===== config.mk =====
export PLATFORM = sky130hd
export DESIGN_NAME = pipe_adder
export DESIGN_NICKNAME = d
export VERILOG_FILES = /design/src/rtl/pipe_adder.sv
export SDC_FILE = /design/constraint.sdc
export NUM_CORES = 1
export LEC_CHECK = 0
export ABC_AREA = 1
export CAP_MARGIN = 10
export CORE_MARGIN = 3
export CORE_UTILIZATION = 30
export CTS_BUF_LIST = sky130_fd_sc_hd__clkbuf_4 sky130_fd_sc_hd__clkbuf_8
export DETAILED_ROUTE_END_ITERATION = 8
export PLACE_DENSITY_LB_ADDON = 0.3
export SLEW_MARGIN = 20
export SYNTH_ARGS = -nofsm -noshare
export SYNTH_HDL_FRONTEND = slang
export SYNTH_SLANG_ARGS = --single-unit

===== constraint.sdc =====
create_clock -name clk -period 1.6 [get_ports clk]
set_input_delay 0.32 -clock clk [delete_from_list [all_inputs] [get_ports clk]]
set_output_delay 0.32 -clock clk [all_outputs]
set_load 0.03 [all_outputs]

===== src/rtl/pipe_adder.sv =====
// rtl/pipe_adder.sv - segmented carry-chain adder/subtractor, one carry segment per pipeline stage
// Each stage adds one operand slice and forwards the carry plus the not-yet-added upper slices.
module pipe_adder #(
  parameter int WIDTH = 8,
  parameter int SEG   = 2
) (
  input  logic             clk,
  input  logic             rst_n,
  input  logic             in_valid,
  output logic             in_ready,
  input  logic [WIDTH-1:0] a,
  input  logic [WIDTH-1:0] b,
  input  logic             sub,
  output logic             out_valid,
  input  logic             out_ready,
  output logic [WIDTH:0]   result,
  output logic             overflow
);
  localparam int S = WIDTH / SEG;

  logic en;

  assign en       = !out_valid || out_ready;
  assign in_ready = en;

  for (genvar k = 0; k < SEG; k++) begin : stg
    // UW: bits of each operand not yet consumed when reaching stage k
    localparam int UW = WIDTH - k * S;

    logic              v_in;
    logic              c_in;
    logic              sub_in;
    logic [UW-1:0]     a_up;
    logic [UW-1:0]     bx_up;
    logic [S:0]        seg_sum;
    logic [(k+1)*S-1:0] sum_nx;
    logic              vld_q;
    logic [(k+1)*S-1:0] sum_q;

    if (k == 0) begin : src
      assign v_in   = in_valid;
      assign c_in   = sub;
      assign sub_in = sub;
      assign a_up   = a;
      assign bx_up  = b ^ {WIDTH{sub}};
      assign sum_nx = seg_sum[S-1:0];
    end else begin : src
      assign v_in   = stg[k-1].vld_q;
      assign c_in   = stg[k-1].mid.cy_q;
      assign sub_in = stg[k-1].mid.sub_q;
      assign a_up   = stg[k-1].mid.a_q;
      assign bx_up  = stg[k-1].mid.bx_q;
      assign sum_nx = {seg_sum[S-1:0], stg[k-1].sum_q};
    end

    assign seg_sum = {1'b0, a_up[S-1:0]} + {1'b0, bx_up[S-1:0]} + {{S{1'b0}}, c_in};

    always_ff @(posedge clk or negedge rst_n) begin
      if (!rst_n) begin
        vld_q <= 1'b0;
        sum_q <= '0;
      end else if (en) begin
        vld_q <= v_in;
        sum_q <= sum_nx;
      end
    end

    if (k < SEG - 1) begin : mid
      logic            cy_q;
      logic            sub_q;
      logic [UW-S-1:0] a_q;
      logic [UW-S-1:0] bx_q;

      always_ff @(posedge clk or negedge rst_n) begin
        if (!rst_n) begin
          cy_q  <= 1'b0;
          sub_q <= 1'b0;
          a_q   <= '0;
          bx_q  <= '0;
        end else if (en) begin
          cy_q  <= seg_sum[S];
          sub_q <= sub_in;
          a_q   <= a_up[UW-1:S];
          bx_q  <= bx_up[UW-1:S];
        end
      end
    end else begin : last
      logic hi_q;
      logic ov_q;

      // Final carry is inverted into a borrow for subtraction
      always_ff @(posedge clk or negedge rst_n) begin
        if (!rst_n) begin
          hi_q <= 1'b0;
          ov_q <= 1'b0;
        end else if (en) begin
          hi_q <= seg_sum[S] ^ sub_in;
          ov_q <= (a_up[S-1] == bx_up[S-1]) && (seg_sum[S-1] != a_up[S-1]);
        end
      end
    end
  end

  assign out_valid = stg[SEG-1].vld_q;
  assign result    = {stg[SEG-1].last.hi_q, stg[SEG-1].sum_q};
  assign overflow  = stg[SEG-1].last.ov_q;

endmodule

==> Word-level counts from Yosys, hierarchy flattened <==
Cells that the tools add are included.
{ "word_totals": {"ff_bits": 26, "inputBits": 21, "out_inout_bits": 12, "wordCells": 21} }
{ "op_classes": {"n_addsub": 4, "n_eq_ne": 2, "n_bitwise": 2, "n_reduce_logical": 3} }
{ "op_table": {"columns": ["operator", "n"], "rows": [
  ["4-bit by 4-bit adder with 5-bit output", 2],
  ["5-bit by 1-bit adder with 5-bit output", 2],
  ["8-bit XOR", 1],
  ["1-bit equality test", 1],
  ["1-bit logical AND", 1],
  ["1-bit zero test", 1],
  ["1-bit logical OR", 1],
  ["1-bit inequality test", 1],
  ["1-bit XOR", 1]
]} }

==> Longest topological paths before layout <==
Gate-level depths: netlist of the first run.
{ "logic_depth": {"ltp_word": 4, "ltp_mapped": 10, "mapped_depth_nobuf": 9} }

==> Worst setup path after synthesis of the first run <==
OpenSTA, ideal clock, no wires.
{ "synth_path": {"path_type": "register -> register", "startpoint": "register stg[0].mid.cy_q", "endpoint": "register stg[1].sum_q[6]", "setup_ns": 0.081, "arrival_ns": 1.625, "t_required_ns": 1.519, "slack_ns": -0.107, "stages_incl_launch_ff": 6, "n_path_buf": 0, "synth_period_minus_slack_ns": 1.707, "cell_sequence": "dfrtp_1 -> inv_1 -> fa_1 -> fa_1 -> or2_2 -> a31oi_2"} }
{ "synth_between": {"elab_chain_cells": 1} }
{ "synth_rtl": {"columns": ["item", "line", "rtl"], "rows": [
  ["from (decl)", "69", "logic cy_q;"],
  ["from (signal assigned)", "81", "cy_q <= seg_sum[S];"],
  ["5-bit by 1-bit adder with 5-bit output", "56", "assign seg_sum = {1'b0, a_up[S-1:0]} + {1'b0, bx_up[S-1:0]} + {{S{1'b0}}, c_in};"],
  ["to (signal assigned)", "64", "sum_q <= sum_nx;"],
  ["to (decl)", "38", "logic [(k+1)*S-1:0] sum_q;"]
]} }
No other way between the ends.
A chain may end at the register's enable or synchronous reset.

==> Worst setup path after layout of the first run <==
Same ends and word-level chain as after synthesis.

==> metrics.yaml, run 1 <==
outcome: "finished, violations left"
violations: "negative setup slack"
wl_per_cell_um: 10.8
cp_data_required_time_ps: 1790
worst_pin_slew_ps: 324
first_pass_iters: 4
critPathCaptureType: "register"
grt_max_degree: 27
drtAntennaViolNets: 0
dr_total_vias: 1065
netlist_area_um2: 1400
antenna_found_initial: 0
htreeDepth: 1
fin_area_um2: 1860
initial_core_util_pct: 31.6
die_area_um2: 5540
ir_drop_mv: 0.393
p_leak_nw: 0.915
path_class: "reg -> reg"
die_x_um: 74.4
min_period_ps: 1720
io_pins: 33
skew_ps: 2.99
ys_seq_area_share_pct: 46.3
cp_common_cell: "fa_2"
nFillCells: 475
placed_cell_area_um2: 1810
max_cap_violations: 0
cts_tree: "yes"
rows: 24
arrival_ps: 1910
grt_pass1_vias: 1061
io_buffers: 32
antenna_cells: 0
slew_headroom_pct: 78.4
p_per_area_nw_per_um2: 1160
rsz0062_at_grt: "true"
synthCells: 151
drive_above_1_share_pct: 20.3
cts_made_buffers: 3
yosysUniqueCellTypes: 23
dpl.hpwl_mm: 1.97
clk_pin_slew_ps: 80
final_critical_path_setup_slack_ps: -117
area_growth_pct: 32.4
max_freq_mhz: 582
cp-start-kind: "register"
post_drt_via_cell_ratio: 4.36
synth_warnings: 0
grt_usage_pct: 10.5
gp_congestion: 0.824
final_net_count: 224
die_h_um: 74.4
setup_viol: 2
period_share_pct: 107
setup_tns_ps: -166
cp_cell_sequence: "inv_2 -> fa_2 -> fa_2 -> buf_4 -> or2_4 -> a31oi_2"
coreArea_um2: 4440
grt_pass1_wl_mm: 4.54
syn-num-nets: 181
drc: 0
first_iter_violations: 54
grt_overflow_total: 0
wirelength_mm: 2.64
avgSynthCellArea_um2: 9.30
slew_viol_final: 0
clk-insertion-delay-late_ps: 260
critPathMaxStageDelay_ps: 390
ys_ff_latch: 26
cts-root-buf: "clkbuf_8"
slowest_stage: "fa_2"
hold_class: "in -> async"
worst-path-max-fanout: 2
clk_path_buf_depth: 2
clock-sinks: 26
hold_violations: 0
## flip-flops by register name, indices dropped and copies added (netlist names)
signal and cells:
stg.vld_q 1, stg.mid.bx_q 4, stg.mid.a_q 4, stg.mid.sub_q 1, stg.last.hi_q 1, out_valid 1
overflow 1, stg.sum_q 12, stg.mid.cy_q 1
## worst max-delay path, delay by kind of cell (launching register included)
family                     cells  cell delay [ps]
buffers and inverters          2              200
and+or+nand+nor                1              220
AOI/OAI and AO/OA              1              140
adders and majority gates      2              740
DFF                            1              340
## metrics by stage
| step | instances | hold slack, ps | util (%) | power, mW | worst slack (ps) |
|---|---|---|---|---|---|
| finish | 244 | 413 | 41.8 | 2.16 | -117 |
| global route | 244 | 450 | 41.8 | 2.33 | -141 |
| CTS | 243 | 426 | 41.5 | 2.17 | -79.3 |
| detailed placement | 239 | 451 | 40.6 | 1.87 | -436 |
| global placement | 239 | 450 | 40.6 | 1.86 | -429 |
| floorplan | 151 | 24.4 | - | 1.52 | -10.8 |
## cells in the final DEF, fill, tap and decap left out, drive strengths merged
master / count
nand3: 7
xnor2: 5
or2: 1
inv: 16
a21oi: 3
o21ai: 19
dlymetal6s2s: 1
xor2: 3
nand3b: 2
dlygate4sd2: 11
nor2: 6
a31oi: 1
nand2: 44
buf: 14
ha: 6
clkbuf: 4
fa: 3
clkdlybuf4s50: 18
and3: 1
dfrtp: 26
a22oi: 1
## where the power goes
group          switching, mW  leakage [nW]  internal [mW]
sequential            0.0792         0.310          0.818
combinational          0.541         0.583          0.371
clock                  0.187        0.0216          0.168
total                  0.807         0.915           1.36
## cell usage after synthesis
| master | number | area [um^2] |
|---|---|---|
| o21ai_2 | 6 | 52.6 |
| a31oi_2 | 1 | 12.5 |
| nand3b_1 | 2 | 15.0 |
| ha_1 | 6 | 75.1 |
| nand3_1 | 7 | 35.0 |
| fa_1 | 3 | 60.1 |
| o21ai_1 | 2 | 10.0 |
| dfrtp_1 | 26 | 651 |
| nand2_2 | 2 | 12.5 |
| nor2_1 | 4 | 15.0 |
| inv_1 | 16 | 60.1 |
| a21oi_1 | 2 | 10.0 |
| buf_6 | 5 | 56.3 |
| buf_4 | 2 | 15.0 |
| a21oi_2 | 1 | 8.76 |
| and3_1 | 1 | 6.26 |
| xor2_1 | 3 | 26.3 |
| o21ai_0 | 11 | 55.1 |
| nor2_2 | 2 | 12.5 |
| xnor2_1 | 5 | 43.8 |
| or2_2 | 1 | 6.26 |
| nand2_1 | 42 | 158 |
| a22oi_1 | 1 | 7.51 |
## timing repair
item | 4_1_cts | 5_1_grt
resized for setup | 19 | 10
pin swaps | 2 | 6
hold buffers | 0 | 0
setup buffers | 1 | 1
setup endpoints to repair | 17 | 6
## cell type report
cell class                      instances  area (um^2)  area share [%]
Inverter                               16         60.1            3.23
Multi-Input combinational cell        102          646            34.7
Timing Repair Buffer                   45          397            21.3
Sequential cell                        26          651            35.0
Clock buffer                            3         41.3            2.22
Tap cell                               52         65.1            3.50
## metal layers
layer	wire, um	GRT usage, %
met5	0	0
met4	26	3.75
met3	115	1.76
met2	1340	18.0
met1	1160	13.4
## logic make-up after synthesis
kind of cell | count (synthesis) | share of synthesized area, %
simple gates | 61 | 18.5
flops | 26 | 46.3
compound gates | 24 | 11.1
buf+inv | 23 | 9.36
fa+ha+maj | 9 | 9.63
xor+xnor | 8 | 4.99
## worst paths after layout
check,from,endpoint,slack [ps],cells past startpoint
max in group asynchronous,rst_n,stg[0].mid.sub_q,940,2
min in group clk,stg[0].vld_q,out_valid,460,2
hold / removal,rst_n,out_valid,410,2
setup reg to reg,stg[0].mid.cy_q,stg[1].sum_q[6],-120,6
hold reg to reg,stg[0].vld_q,out_valid,460,2
setup / recovery,stg[0].mid.cy_q,stg[1].sum_q[6],-120,6
Note: power is estimated with default switching activity, not from simulation.
==> run 2, diff against run 1 <==
- DONT_BUFFER_PORTS: unset -> 1
==> metrics.yaml, run 2 (synthesis gave the netlist of run 1 again) <==
wl_per_cell_um: 13.0
placed_cell_area_um2: 1460
slowest_stage: "fa_2"
cp_common_cell: "nand2_1"
period_share_pct: 106
cp-start-kind: "register"
cp_cell_sequence: "inv_2 -> fa_2 -> fa_2 -> nand3b_1 -> nand2_1 -> nand2_1 -> nand3_1 -> nand2_1"
outcome: "finished, violations left"
initial_core_util_pct: 31.6
antenna_found_initial: 0
setup_viol: 2
htreeDepth: 1
hold_violations: 0
fin_area_um2: 1550
clk_path_buf_depth: 2
ir_drop_mv: 0.357
violations: "negative setup slack"
clock-sinks: 26
largest_reg_flops: 12
worst-path-max-fanout: 3
pre_cts_ws_ps: -110
drtAntennaViolNets: 0
max_freq_mhz: 588
crit_buf_inv: 1
dp.cells: 203
gp_congestion: 0.742
fin_hold_ws_ps: 161
post_cts_buffers: 0
max_cap_violations: 0
slew_viol_final: 0
io_pins: 33
arrival_ps: 1870
grt_max_degree: 27
min_period_ps: 1700
dr_total_vias: 971
mostFrequentLayoutCell: "nand2_1"
clk-insertion-delay-late_ps: 270
grt_usage_pct: 10.6
worst_pin_slew_ps: 324
final_util_pct: 34.9
area_growth_pct: 10.5
cts-root-buf: "clkbuf_8"
die_x_um: 74.4
first_pass_iters: 4
die_area_um2: 5540
rsz0062_at_grt: "true"
final_net_count: 188
path_class: "reg -> reg"
cp_data_required_time_ps: 1770
wirelength_mm: 2.71
dpl.hpwl_mm: 2.12
p_per_area_nw_per_um2: 1340
rows: 24
first_iter_violations: 23
critPathCaptureType: "register"
final_cell_mix: "42 x nand2_1, 26 x dfrtp_1, 15 x inv_1, 10 x o21ai_0"
largest-register: "stg.sum_q"
coreArea_um2: 4440
final_critical_path_setup_slack_ps: -102
hold_class: "in -> reg"
grt_overflow_total: 0
cts_tree: "yes"
drive_above_1_share_pct: 17.8
clk_pin_slew_ps: 90
io_buffers: 0
grt_pass1_vias: 968
drc: 0
grt_pass1_wl_mm: 4.48
p_leak_nw: 0.755
skew_ps: 2.53
largestRegisters: "stg.sum_q (12), stg.mid.a_q (4), stg.mid.bx_q (4)"
cts_made_buffers: 3
antenna_cells: 0
critPathMaxStageDelay_ps: 410
path_delay_family: "adder cells"
slew_headroom_pct: 78.4
fin_cells: 209
die_h_um: 74.4
post_drt_via_cell_ratio: 4.65
## run 2: stage by stage
stage	power, mW	setup TNS (ps)
global placement	1.60	-57.9
global route	2.23	-235
finish	2.07	-134
floorplan	1.52	-10.8
detailed placement	1.63	-215
CTS	2.09	-175
## run 2: area by class of cell
class	instances	area (um^2)
fill	464	2890
tap	52	65.1
multi-input combinational	102	638
timing repair buffer	9	82.6
inverter	16	60.1
clock buffer	4	55.1
sequential	26	651
## run 2: layer usage
layer | global-route usage, % | vias to the layer above | part of all wire (%)
li1 | - | 488 | -
met1 | 13.4 | 442 | 43
met2 | 17.5 | 32 | 48
met3 | 2.43 | 9 | 6.3
met4 | 4.15 | 0 | 2.8
met5 | 0 | - | 0
## run 2: power breakdown
group / switching (mW) / total [mW] / internal, mW / leakage, nW
sequential: 0.293 / 1.11 / 0.816 / 0.310
combinational: 0.309 / 0.543 / 0.235 / 0.416
clock: 0.201 / 0.421 / 0.220 / 0.0288
total: 0.802 / 2.07 / 1.27 / 0.755
## run 2: final timing paths
kind / start / to / slack (ps) / depth (start not counted)
max reg2reg: stg[0].mid.cy_q / stg[1].last.hi_q / -100 / 8
max: stg[0].mid.cy_q / stg[1].last.hi_q / -100 / 8
min: a[6] / stg[0].mid.a_q[2] / 160 / 2
min reg2reg: stg[0].vld_q / out_valid / 480 / 2
max in group asynchronous: rst_n / overflow / 960 / 2
min in group asynchronous: rst_n / stg[0].mid.bx_q[3] / 490 / 2
## run 2: what timing repair did
item	CTS	global route
setup endpoints to repair	2	3
pin swaps	0	1
gates resized for setup	2	2
hold buffers	2	0
endpoints found under the hold margin	26	0
==> run 3, diff against run 2 <==
- CORE_UTILIZATION: 30 -> 45
==> metrics.yaml, run 3 (synthesis gave the netlist of run 1 again) <==
grt_use_met1_pct: 19.3
die_h_um: 61.9
clk-insertion-delay-late_ps: 320
mostFrequentLayoutCell: "nand2_1"
post_drt_via_cell_ratio: 5.18
worst-path-max-fanout: 3
grt_usage_pct: 15.0
critPathCaptureType: "register"
grt_overflow_total: 0
initial_core_util_pct: 49.2
largest-register: "stg.sum_q"
grt_use_met3_pct: 1.65
cts-root-buf: "clkbuf_4"
clk_path_buf_depth: 2
r2r-start: "stg[0].mid.cy_q"
slew_viol_final: 0
max_cap_violations: 0
fin_area_um2: 1500
wl_per_cell_um: 13.3
rsz0062_at_grt: "true"
drc: 0
grt_use_met2_pct: 25.6
cp_data_required_time_ps: 1830
path_class: "reg -> reg"
first_pass_iters: 4
clock-sinks: 26
p_per_area_nw_per_um2: 1310
grt_pass1_wl_mm: 4.21
antenna_cells: 0
crit_start: "stg[0].mid.cy_q"
violations: "negative setup slack"
setup_viol: 2
gp_congestion: 0.788
slowest_stage: "fa_2"
final_net_count: 188
io_buffers: 0
min_period_ps: 1700
nFillCells: 267
wirelength_mm: 2.50
grt_max_degree: 29
cts_tree: "yes"
cp-start-kind: "register"
largestRegisters: "stg.sum_q (12), stg.mid.a_q (4), stg.mid.bx_q (4)"
fin_hold_ws_ps: 99.9
ir_drop_mv: 0.482
io_pins: 33
grt_pass1_vias: 995
die_x_um: 61.9
r2r_end: "stg[1].last.hi_q"
hold_class: "in -> reg"
reg2reg_depth: 8
hold_violations: 0
min_path_cells: 2
final_cell_mix: "42 x nand2_1, 26 x dfrtp_1, 15 x inv_1, 11 x o21ai_0"
worst_pin_slew_ps: 315
first_iter_violations: 33
arrival_ps: 1920
antenna_found_initial: 0
slew_headroom_pct: 79.0
htreeDepth: 1
cp_cell_sequence: "inv_2 -> fa_2 -> fa_2 -> nand3b_1 -> nand2_1 -> nand2_1 -> nand3_1 -> nand2_1"
final_critical_path_setup_slack_ps: -96.6
largest_reg_flops: 12
skew_ps: 0.640
placed_cell_area_um2: 1420
outcome: "finished, violations left"
cp_common_cell: "nand2_1"
max_freq_mhz: 589
period_share_pct: 106
p_leak_nw: 0.746
coreArea_um2: 2850
dpl.hpwl_mm: 1.91
min_from: "a[6]"
regToRegSetupSlack_ps: -100
drive_above_1_share_pct: 17.8
critPathMaxStageDelay_ps: 390
dr_total_vias: 974
whs_endpoint: "stg[0].mid.a_q[2]"
area_growth_pct: 6.68
drtAntennaViolNets: 0
grt_busiest_layer: "met2"
die_area_um2: 3830
cts_made_buffers: 3
clk_pin_slew_ps: 140
rows: 19
[run 3: how the worst max path moves through the flow]
stage / end / cells after the start / slack, ps
5_1_grt: stg[1].last.hi_q / 8 / -200
4_1_cts: stg[1].last.hi_q / 8 / -90
6_report: stg[1].last.hi_q / 8 / -100
2_1_floorplan: stg[1].sum_q[6] / 5 / -10
3_3_place_gp: stg[1].sum_q[6] / 5 / -30
3_5_place_dp: stg[1].sum_q[6] / 5 / -90
[run 3: stage by stage]
stage               power (mW)  util (%)  worst slack (ps)  instances  setup TNS [ps]
detailed placement        1.61      49.8             -85.4        181            -161
global route              2.10      52.5              -200        188            -308
finish                    1.96      52.5             -96.6        188            -136
global placement          1.58      49.8             -32.8        181           -41.0
CTS                       1.98      52.5             -86.1        188            -129
floorplan                 1.52         -             -10.8        151           -10.8
[run 3: critical path, delay by kind of cell (launching register included)]
family / cells / cell delay, ps
flops: 1 / 360
buf+inv: 1 / 50
fa+ha+maj: 2 / 750
simple gates: 5 / 450
[run 3: final cells by class]
class	count	area, um^2	area share [%]
Tap cell	31	38.8	2.59
Clock buffer	4	36.3	2.42
Timing Repair Buffer	9	82.6	5.51
Multi-Input combinational cell	102	629	42.0
Inverter	16	60.1	4.01
Sequential cell	26	651	43.4
[run 3: metal layers]
| layer | part of all wire, % | routed length [um] | vias to the layer above |
|---|---|---|---|
| met5 | 0 | 0 | - |
| met4 | 1.5 | 37 | 0 |
| met3 | 5.2 | 130 | 4 |
| met2 | 46 | 1150 | 28 |
| met1 | 47 | 1180 | 453 |
| li1 | - | - | 489 |
[run 3: what timing repair did]
item	CTS	global route
gates resized for setup	2	0
hold buffers	2	0
buffers inserted	1	0
hold endpoints to repair	26	0
gates cloned	0	0
endpoints found under the setup margin	2	2
pin swaps	0	0
[run 3: where the power goes]
part | total (mW) | internal, mW | switching (mW)
Clock | 0.330 | 0.139 | 0.191
Combinational | 0.526 | 0.227 | 0.299
Sequential | 1.10 | 0.815 | 0.286
Total | 1.96 | 1.18 | 0.775
==> RTL edit: new RTL, config.mk and constraints of run 2 <==
Put a register stage on the output `overflow`. The value now appears one clock later. The other outputs are not delayed to match.
--- a/src/rtl/pipe_adder.sv
+++ b/src/rtl/pipe_adder.sv
@@ -103,6 +103,8 @@
 
   assign out_valid = stg[SEG-1].vld_q;
   assign result    = {stg[SEG-1].last.hi_q, stg[SEG-1].sum_q};
-  assign overflow  = stg[SEG-1].last.ov_q;
+  always_ff @(posedge clk) begin
+    overflow <= stg[SEG-1].last.ov_q;
+  end
 
 endmodule
Check against the original RTL: not equivalent (Yosys sat finds a counterexample within 4 cycles, from zero or initial values and one cycle with rst_n low).
==> RTL edit against run 2 <==
- largest cell class unchanged
- worst setup slack better by 8.2 ps
- via count up 0.93%
- largest power group unchanged
- design area grew 0.81%
- the run still ends with negative setup slack left
- worst hold slack is essentially flat
- combinational power down 3%
- routed wire length shrank 1.4%
- first-iteration DRC count is 43% higher
- sequential cell count grew 1
- total power is 0.31% lower
- die area increased by 1.3%
- synthesized area is 1.4% higher
==> RTL edit: results (changes against run 2) <==
{| class="wikitable"
! Metric !! Value
|-
| 1st-iter DRT viols || 33 (was 23)
|-
| Amount of wire on met3 after detailed routing || 158 um (was 170 um)
|-
| Final TNS setup || -112 ps (was -134 ps)
|-
| Final setup vio count || 2 (unchanged)
|-
| Met1 global-route usage || 0.129 (was 0.134)
|-
| Net count after synthesis || 182 (was 181)
|-
| Final setup slack of the worst path || -93.3 ps (was -102 ps)
|-
| Post-synthesis share of cell area spent on full adders, half adders and majority gates || 0.0949 (was 0.0963)
|-
| Proportion of synthesized flip-flops having asynchronous set or reset || 0.963 (was 1.00)
|-
| Seq/Total Area, Yosys || 0.471 (was 0.463)
|-
| WHS || 161 ps (about the same)
|-
| Cell Area, Placed || 1470 sq um (was 1460 sq um)
|-
| First-pass GRT wire length || 4.60 mm (was 4.48 mm)
|-
| Met2 WL || 1.30 mm (was 1.31 mm)
|-
| Fraction of final layout cells with drive strength greater than 1 || 0.182 (was 0.178)
|-
| Final instance count without filler cells || 211 (was 209)
|-
| Failing checks || negative setup slack (unchanged)
|-
| Leading cell types by total area after synthesis || sky130_fd_sc_hd__dfrtp_1 46%, sky130_fd_sc_hd__nand2_1 11%, sky130_fd_sc_hd__ha_1 5.3% (unchanged)
|-
| Status || finished, violations left (unchanged)
|-
| Total power density per cell area || 1320 nW/um^2 (was 1340 nW/um^2)
|-
| Global Route met3 Usage || 0.0294 (was 0.0243)
|-
| Clock net sink count || 27 (was 26)
|-
| Number of nets at the end of the flow || 190 (was 188)
|-
| Worst setup slack after placement || -88.6 ps (was -110 ps)
|-
| Layout buffer count excluding clock buffers || 10 (was 9)
|-
| Global-route track usage on met2 || 0.177 (was 0.175)
|-
| Xor-xnor portion of the synthesized cell area || 0.0492 (was 0.0499)
|-
| Fraction of area in clock buffers and inverters || 0.0312 (was 0.0355)
|-
| Wl on met1 || 1.15 mm (about the same)
|-
| Via count of the first global-routing pass || 1044 (was 968)
|-
| Delay of the slowest critical-path stage || 390 ps (was 410 ps)
|}
RTL edit: final timing paths:
| path | from | end |
|---|---|---|
| max in group asynchronous | rst_n | stg[1].sum_q[6] |
| min in group asynchronous | rst_n | stg[0].mid.bx_q[3] |
| hold reg to reg | stg[1].last.ov_q | overflow |
| hold / removal | a[6] | stg[0].mid.a_q[2] |
| setup reg to reg | stg[0].mid.cy_q | stg[1].last.hi_q |
| setup / recovery | stg[0].mid.cy_q | stg[1].last.hi_q |
RTL edit: timing repair:
| action | in CTS | in global routing |
|---|---|---|
| gates resized for setup | 1 | 1 |
| pin swaps | 0 | 2 |
| cloned | 0 | 0 |
| hold endpoints to repair | 26 | 0 |
| setup endpoints to repair | 2 | 2 |
| hold buffers | 2 | 0 |
| setup buffers | 0 | 2 |
RTL edit: power breakdown:
part           leakage [nW]  switching [mW]  internal (mW)
Combinational         0.419           0.292          0.234
Sequential            0.319           0.297          0.850
Clock                0.0262           0.199          0.195
